--- src/rtl/cpu_pkg.sv ---
`default_nettype none
// +----------------------------------------------------------------------+
// | cpu_pkg: shared opcodes, FSM states and PC-select codes for cpu_ctrl  |
// | Revision: 1.0                                                         |
// +----------------------------------------------------------------------+
package cpu_pkg;

   localparam logic [6:0] OP_ALUREG = 7'b0110011;
   localparam logic [6:0] OP_ALUIMM = 7'b0010011;
   localparam logic [6:0] OP_BRANCH = 7'b1100011;
   localparam logic [6:0] OP_JALR   = 7'b1100111;
   localparam logic [6:0] OP_JAL    = 7'b1101111;
   localparam logic [6:0] OP_AUIPC  = 7'b0010111;
   localparam logic [6:0] OP_LUI    = 7'b0110111;
   localparam logic [6:0] OP_LOAD   = 7'b0000011;
   localparam logic [6:0] OP_STORE  = 7'b0100011;
   localparam logic [6:0] OP_SYSTEM = 7'b1110011;

   typedef enum logic [3:0] {
      ST_FETCH_INSTR = 4'd0,
      ST_WAIT_INSTR  = 4'd1,
      ST_FETCH_REGS  = 4'd2,
      ST_EXECUTE     = 4'd3,
      ST_LOAD        = 4'd4,
      ST_WAIT_DATA   = 4'd5,
      ST_STORE       = 4'd6,
      ST_WAIT_STORE  = 4'd7,
      ST_HALT        = 4'd8
   } state_t;

   localparam logic [1:0] PCSEL_PLUS4 = 2'd0;
   localparam logic [1:0] PCSEL_IMM   = 2'd1;
   localparam logic [1:0] PCSEL_RS1   = 2'd2;

   typedef struct packed {
      logic alu;
      logic jal;
      logic jalr;
      logic branch;
      logic load;
      logic store;
      logic system;
   } opclass_t;

endpackage
`default_nettype wire

--- src/rtl/cpu_ctrl_opdec.sv ---
`default_nettype none
// +----------------------------------------------------------------------+
// | cpu_ctrl_opdec: opcode to one-hot instruction class, plus illegal     |
// | Revision: 1.0                                                         |
// +----------------------------------------------------------------------+
module cpu_ctrl_opdec
   import cpu_pkg::*;
(
   input  logic [6:0] i_opcode,
   output opclass_t   o_class,
   output logic       o_illegal
);

   always_comb begin
      o_class = '0;
      case (i_opcode)
         OP_ALUREG, OP_ALUIMM, OP_LUI, OP_AUIPC: o_class.alu    = 1'b1;
         OP_JAL:                                 o_class.jal    = 1'b1;
         OP_JALR:                                o_class.jalr   = 1'b1;
         OP_BRANCH:                              o_class.branch = 1'b1;
         OP_LOAD:                                o_class.load   = 1'b1;
         OP_STORE:                               o_class.store  = 1'b1;
         OP_SYSTEM:                              o_class.system = 1'b1;
         default:                                o_class        = '0;
      endcase
      o_illegal = (o_class == '0);
   end

endmodule
`default_nettype wire

--- src/rtl/cpu_ctrl.sv ---
`default_nettype none
// +----------------------------------------------------------------------+
// | cpu_ctrl: multi-cycle RV32I sequencer driving datapath and memory     |
// | Revision: 1.0                                                         |
// +----------------------------------------------------------------------+
module cpu_ctrl
   import cpu_pkg::*;
#(
   parameter int HALT_ON_SYSTEM = 1,
   parameter int BUSY_TIMEOUT   = 0,
   parameter int TMO_W          = 16
)(
   input  logic       clk,
   input  logic       resetn,
   input  logic [6:0] opcode,
   input  logic       take_branch,
   input  logic       mem_rbusy,
   input  logic       mem_wbusy,
   output logic       mem_rstrb,
   output logic       mem_wstrb,
   output logic       addr_sel,
   output logic       instr_we,
   output logic       regs_re,
   output logic       rd_we,
   output logic       wb_sel,
   output logic       pc_we,
   output logic [1:0] pc_sel,
   output logic       retire,
   output logic       halted,
   output logic       err_illegal,
   output logic       err_timeout,
   output logic [3:0] state
);

   localparam logic             c_TMO_EN   = (BUSY_TIMEOUT != 0);
   localparam logic [TMO_W-1:0] c_TMO_LAST = TMO_W'(BUSY_TIMEOUT - 1);

   state_t           r_state;
   logic [TMO_W-1:0] r_cnt;
   logic             r_err_illegal;
   logic             r_err_timeout;

   state_t           w_next;
   opclass_t         w_class;
   logic             w_illegal;
   logic             w_tmo;
   logic             w_busy;
   logic             w_enter_wait;
   logic             w_set_ill;
   logic             w_set_tmo;
   logic             w_rstrb, w_wstrb, w_addr_sel, w_instr_we, w_regs_re;
   logic             w_rd_we, w_wb_sel, w_pc_we, w_retire, w_halted;
   logic [1:0]       w_pc_sel;

   cpu_ctrl_opdec u_opdec (
      .i_opcode  (opcode),
      .o_class   (w_class),
      .o_illegal (w_illegal)
   );

   assign w_tmo = c_TMO_EN && (r_cnt == c_TMO_LAST);

   always_ff @(posedge clk) begin
      if (!resetn) begin
         r_state       <= ST_FETCH_INSTR;
         r_cnt         <= '0;
         r_err_illegal <= 1'b0;
         r_err_timeout <= 1'b0;
      end else begin
         r_state <= w_next;
         if (w_enter_wait)
            r_cnt <= '0;
         else if (w_busy && (r_cnt != '1))
            r_cnt <= r_cnt + 1'b1;
         if (w_set_ill)
            r_err_illegal <= 1'b1;
         if (w_set_tmo)
            r_err_timeout <= 1'b1;
      end
   end

   always_comb begin
      w_next     = r_state;
      w_busy     = 1'b0;
      w_set_ill  = 1'b0;
      w_set_tmo  = 1'b0;
      w_rstrb    = 1'b0;
      w_wstrb    = 1'b0;
      w_addr_sel = 1'b0;
      w_instr_we = 1'b0;
      w_regs_re  = 1'b0;
      w_rd_we    = 1'b0;
      w_wb_sel   = 1'b0;
      w_pc_we    = 1'b0;
      w_pc_sel   = PCSEL_PLUS4;
      w_retire   = 1'b0;
      w_halted   = 1'b0;
      case (r_state)
         ST_FETCH_INSTR: begin
            w_rstrb = 1'b1;
            w_next  = ST_WAIT_INSTR;
         end
         ST_WAIT_INSTR: begin
            if (!mem_rbusy) begin
               w_instr_we = 1'b1;
               w_next     = ST_FETCH_REGS;
            end else if (w_tmo) begin
               w_set_tmo = 1'b1;
               w_next    = ST_HALT;
            end else begin
               w_busy = 1'b1;
            end
         end
         ST_FETCH_REGS: begin
            w_regs_re = 1'b1;
            w_next    = ST_EXECUTE;
         end
         ST_EXECUTE: begin
            w_next = ST_FETCH_INSTR;
            if (w_class.alu || w_class.jal || w_class.jalr) begin
               w_rd_we  = 1'b1;
               w_pc_we  = 1'b1;
               w_retire = 1'b1;
               w_pc_sel = w_class.jal  ? PCSEL_IMM :
                          w_class.jalr ? PCSEL_RS1 : PCSEL_PLUS4;
            end else if (w_class.branch) begin
               w_pc_we  = 1'b1;
               w_retire = 1'b1;
               w_pc_sel = take_branch ? PCSEL_IMM : PCSEL_PLUS4;
            end else if (w_class.load || w_class.store) begin
               w_pc_we = 1'b1;
               w_next  = w_class.load ? ST_LOAD : ST_STORE;
            end else if (w_class.system) begin
               if (HALT_ON_SYSTEM != 0) begin
                  w_next = ST_HALT;
               end else begin
                  w_pc_we  = 1'b1;
                  w_retire = 1'b1;
               end
            end else if (w_illegal) begin
               w_set_ill = 1'b1;
               w_next    = ST_HALT;
            end
         end
         ST_LOAD: begin
            w_rstrb    = 1'b1;
            w_addr_sel = 1'b1;
            w_next     = ST_WAIT_DATA;
         end
         ST_WAIT_DATA: begin
            w_addr_sel = 1'b1;
            if (!mem_rbusy) begin
               w_rd_we  = 1'b1;
               w_wb_sel = 1'b1;
               w_retire = 1'b1;
               w_next   = ST_FETCH_INSTR;
            end else if (w_tmo) begin
               w_set_tmo = 1'b1;
               w_next    = ST_HALT;
            end else begin
               w_busy = 1'b1;
            end
         end
         ST_STORE: begin
            w_wstrb    = 1'b1;
            w_addr_sel = 1'b1;
            w_next     = ST_WAIT_STORE;
         end
         ST_WAIT_STORE: begin
            if (!mem_wbusy) begin
               w_retire = 1'b1;
               w_next   = ST_FETCH_INSTR;
            end else if (w_tmo) begin
               w_set_tmo = 1'b1;
               w_next    = ST_HALT;
            end else begin
               w_busy = 1'b1;
            end
         end
         ST_HALT: begin
            w_halted = 1'b1;
         end
         default: begin
            w_next = ST_HALT;
         end
      endcase
      // The counter restarts whenever a wait state is freshly entered
      w_enter_wait = (w_next != r_state) &&
                     ((w_next == ST_WAIT_INSTR) || (w_next == ST_WAIT_DATA) ||
                      (w_next == ST_WAIT_STORE));
   end

   assign mem_rstrb   = resetn & w_rstrb;
   assign mem_wstrb   = resetn & w_wstrb;
   assign addr_sel    = resetn & w_addr_sel;
   assign instr_we    = resetn & w_instr_we;
   assign regs_re     = resetn & w_regs_re;
   assign rd_we       = resetn & w_rd_we;
   assign wb_sel      = resetn & w_wb_sel;
   assign pc_we       = resetn & w_pc_we;
   assign pc_sel      = resetn ? w_pc_sel : 2'b00;
   assign retire      = resetn & w_retire;
   assign halted      = resetn & w_halted;
   assign err_illegal = resetn & r_err_illegal;
   assign err_timeout = resetn & r_err_timeout;
   assign state       = resetn ? r_state : 4'd0;

endmodule
`default_nettype wire

--- config.mk ---
export PLATFORM = sky130hd
export DESIGN_NAME = cpu_ctrl
export DESIGN_NICKNAME = d
export VERILOG_FILES = /design/src/rtl/cpu_pkg.sv /design/src/rtl/cpu_ctrl_opdec.sv /design/src/rtl/cpu_ctrl.sv
export SDC_FILE = /design/constraint.sdc
export NUM_CORES = 1
export LEC_CHECK = 0
export BUFFER_PORTS_ARGS = -buffer_cell sky130_fd_sc_hd__buf_2
export CAP_MARGIN = 20
export CELL_PAD_IN_SITES_DETAIL_PLACEMENT = 1
export CELL_PAD_IN_SITES_GLOBAL_PLACEMENT = 1
export CORE_UTILIZATION = 29
export DETAILED_ROUTE_END_ITERATION = 12
export MAX_ROUTING_LAYER = met4
export PLACE_DENSITY = 0.75
export REMOVE_ABC_BUFFERS = 1
export SYNTH_ARGS = -nofsm -noshare
export SYNTH_HDL_FRONTEND = slang
export SYNTH_HIERARCHICAL = 1
export SYNTH_SLANG_ARGS = --single-unit
--- constraint.sdc ---
create_clock -name clk -period 1.8 [get_ports clk]
set_input_delay 0.18 -clock clk [delete_from_list [all_inputs] [get_ports clk]]
set_output_delay 0.18 -clock clk [all_outputs]
set_load 0.005 [all_outputs]
==> impl_metrics.env <==
export IMPL_htree_levels=1
export IMPL_cts_sinks=5
export IMPL_synth_area_um2=593
export IMPL_slew_violations=0
export IMPL_final_core_util_pct=47.6
export IMPL_dp_final_hpwl_mm=1.46
export IMPL_cp_cell_sequence="nand2b_2, or3_4, nor3b_2, buf_2"
export IMPL_worstSetupEndpointType="primary output"
export IMPL_swShare_pct=34.5
export IMPL_row_count=15
export IMPL_grt_overflow_total=0
export IMPL_p_seq_share_pct=30.4
export IMPL_reg2reg_slack_ns=0.41
export IMPL_power_density_nw_per_um2=503
export IMPL_worstSetupEndpoint="pc_sel[1]"
export IMPL_cp_start_kind="flop"
export IMPL_cts_buffers=3
export IMPL_die_area_um2=2230
export IMPL_gp_congestion=0.812
export IMPL_track_usage_pct=18.7
export IMPL_syn_area_per_cell_um2=7.23
export IMPL_firstDrtPassIters=4
export IMPL_r2r_end="r_state[1]"
export IMPL_p_leak_nw=0.425
export IMPL_ys_ff_latch=5
export IMPL_async_flop_share_pct=0
export IMPL_instances_no_fill=142
export IMPL_path_clk_slew_ns=0.04
export IMPL_fmax_mhz=590
export IMPL_clock_latency_ns=0.24
export IMPL_slowest_delay_ns=0.40
export IMPL_drc=0
export IMPL_totalWireLength_mm=1.83
export IMPL_ff2ff_path_depth=5
export IMPL_period_needed_ns=1.70
export IMPL_grt_max_degree=15
export IMPL_maxCapViolations=0
export IMPL_vias=722
export IMPL_antenna_found_initial=0
export IMPL_cp_slowest_cell="or3_4"
export IMPL_ir_drop_v=0.000550
export IMPL_setup_worst_path_start="r_state[3]"
export IMPL_antenna_left=0
export IMPL_post_cts_setup_buffer_count=0
export IMPL_setup_viol=0
export IMPL_setup_ws_ns=0.104
export IMPL_switchingPower_mw=0.150
export IMPL_finClkSkew_ns=0.00370
export IMPL_root_buffer="clkbuf_4"
export IMPL_power_share_clock_pct=29.6
export IMPL_drtIter0Drc=8
export IMPL_dp_cells=138
export IMPL_grt_pass1_wl_mm=2.89
export IMPL_intPower_mw=0.286
export IMPL_vias_per_cell=5.08
export IMPL_synth_distinct_cells=34
export IMPL_r2r_start="r_state[1]"
export IMPL_wl_per_cell_um=12.9
export IMPL_crit_required_ns=1.62
export IMPL_fin_nets=130
export IMPL_finalHoldWorstSlack_ns=0.303
export IMPL_grt_pass1_vias=658
export IMPL_die_width_um=47.2
export IMPL_boundaryPins=30
export IMPL_clock_path_buffers=2
export IMPL_synthFlopType="dfxtp_1"
export IMPL_core_um2=1820
export IMPL_cts_tree="built"
export IMPL_ys_warn_count=6
export IMPL_fp_dieH_um=47.2
export IMPL_initial_utilization_pct=32.6
export IMPL_synth_seq_area_share_pct=16.9
export IMPL_critPathKind="flop to primary output"
export IMPL_syn2layout_area_growth_pct=46.2
export IMPL_timing_final_crit_share_pct=94.2
export IMPL_cp_max_fo=6
export IMPL_antenna_cells=0
export IMPL_synthCells=82
export IMPL_io_buffers=28
export IMPL_num_fill_cells=263
export IMPL_synth_edf_count=0
export IMPL_min_path_type="primary input to flop"
export IMPL_arrival_ns=1.52
export IMPL_finalHoldViolations=0
export IMPL_drive_gt1_share_pct=47.0
export IMPL_dp_slack_ns=-0.0203
export IMPL_status="completed"
export IMPL_power_frac_comb_pct=40.0
per-stage QoR:
| step | TNS [ns] | power, mW | area, um2 |
|---|---|---|---|
| 2_1_floorplan | 0 | 0.229 | 567 |
| 3_3_place_gp | 0 | 0.296 | 798 |
| 3_5_place_dp | -0.0203 | 0.301 | 798 |
| 4_1_cts | 0 | 0.437 | 830 |
| 5_1_grt | -0.0329 | 0.465 | 867 |
| 6_report | 0 | 0.436 | 867 |
logic make-up after synthesis:
group / count (synthesis) / share of synthesized area (%)
mux: 3 / 5.49
buf+inv: 11 / 8.23
other cells: 1 / 0.632
simple gates: 48 / 50.4
flops: 5 / 16.9
compound gates: 14 / 18.4
worst min path at each step:
| stage | start | end | cells past startpoint |
|---|---|---|---|
| floorplan | resetn | r_state[3] | 2 |
| global placement | r_err_illegal | r_err_illegal | 2 |
| detailed placement | r_err_illegal | r_err_illegal | 2 |
| CTS | resetn | r_err_illegal | 3 |
| global route | mem_rbusy | r_state[0] | 3 |
| finish | resetn | r_state[3] | 3 |
timing repair:
action,4_1_cts,5_1_grt
setup endpoints to repair,2,4
resized for setup,1,10
pin swaps,0,2
hold buffers,0,0
critical path: cells and delay by family, from the launching register on:
kind / cells / cell delay (ns)
and+or+nand+nor: 3 / 0.81
DFF: 1 / 0.34
buffers and inverters: 1 / 0.13
registers in the layout, indices dropped and copies added, names as in the netlist:
signal,cells
r_err_illegal,1
r_state,4
power by group through the flow:
stage / logic (mW) / clock network, mW / registers [mW]
4_1_cts: 0.171 / 0.134 / 0.132
3_5_place_dp: 0.167 / 0 / 0.134
2_1_floorplan: 0.0801 / 0 / 0.149
5_1_grt: 0.194 / 0.137 / 0.134
6_report: 0.174 / 0.129 / 0.133
3_3_place_gp: 0.163 / 0 / 0.133
routing by layer:
layer | share of wire (%) | vias up | GRT usage, %
met5 | 0 | - | -
met4 | 0 | 0 | 1.71
met3 | 4.4 | 0 | 4.62
met2 | 50 | 19 | 29.6
met1 | 46 | 338 | 24.9
li1 | - | 365 | -
cells in the final DEF, fill, tap and decap left out, drive strengths merged, types with 2 or more instances in the layout:
cell    synthesis  layout
buf             4      36
nor2           10      10
nand2           7       7
inv             6       6
dfxtp           5       5
nor3            4       4
a21oi           4       4
clkbuf          1       4
nor4            4       4
nor3b           4       4
a31oi           3       3
nor4b           3       3
nand2b          3       3
nand3           3       3
or3             3       3
nor2b           2       2
mux2            2       2
synthesized netlist by cell type (2+ instances only):
cell      number  share of area (%)
a21oi_1        4                3.4
nand2b_1       3                3.2
nor4b_1        3                4.4
or3_1          3                3.2
a31oi_1        3                3.2
dfxtp_1        5                 17
nor2_1        10                6.3
nor4_1         3                3.2
inv_1          6                3.8
nor3_1         4                3.4
nor2b_1        2                2.1
nand2_1        7                4.4
buf_2          3                2.5
nand3_1        3                2.5
nor3b_1        4                5.1
final cells by class:
type	count	area [um2]	share of cell area [%]
Multi-Input combinational cell	66	485	56.0
Timing Repair Buffer	36	200	23.1
Sequential cell	5	101	11.7
Tap cell	25	31.3	3.61
Clock buffer	4	26.3	3.03
Inverter	6	22.5	2.60
Power figures use the tool's default switching activity.
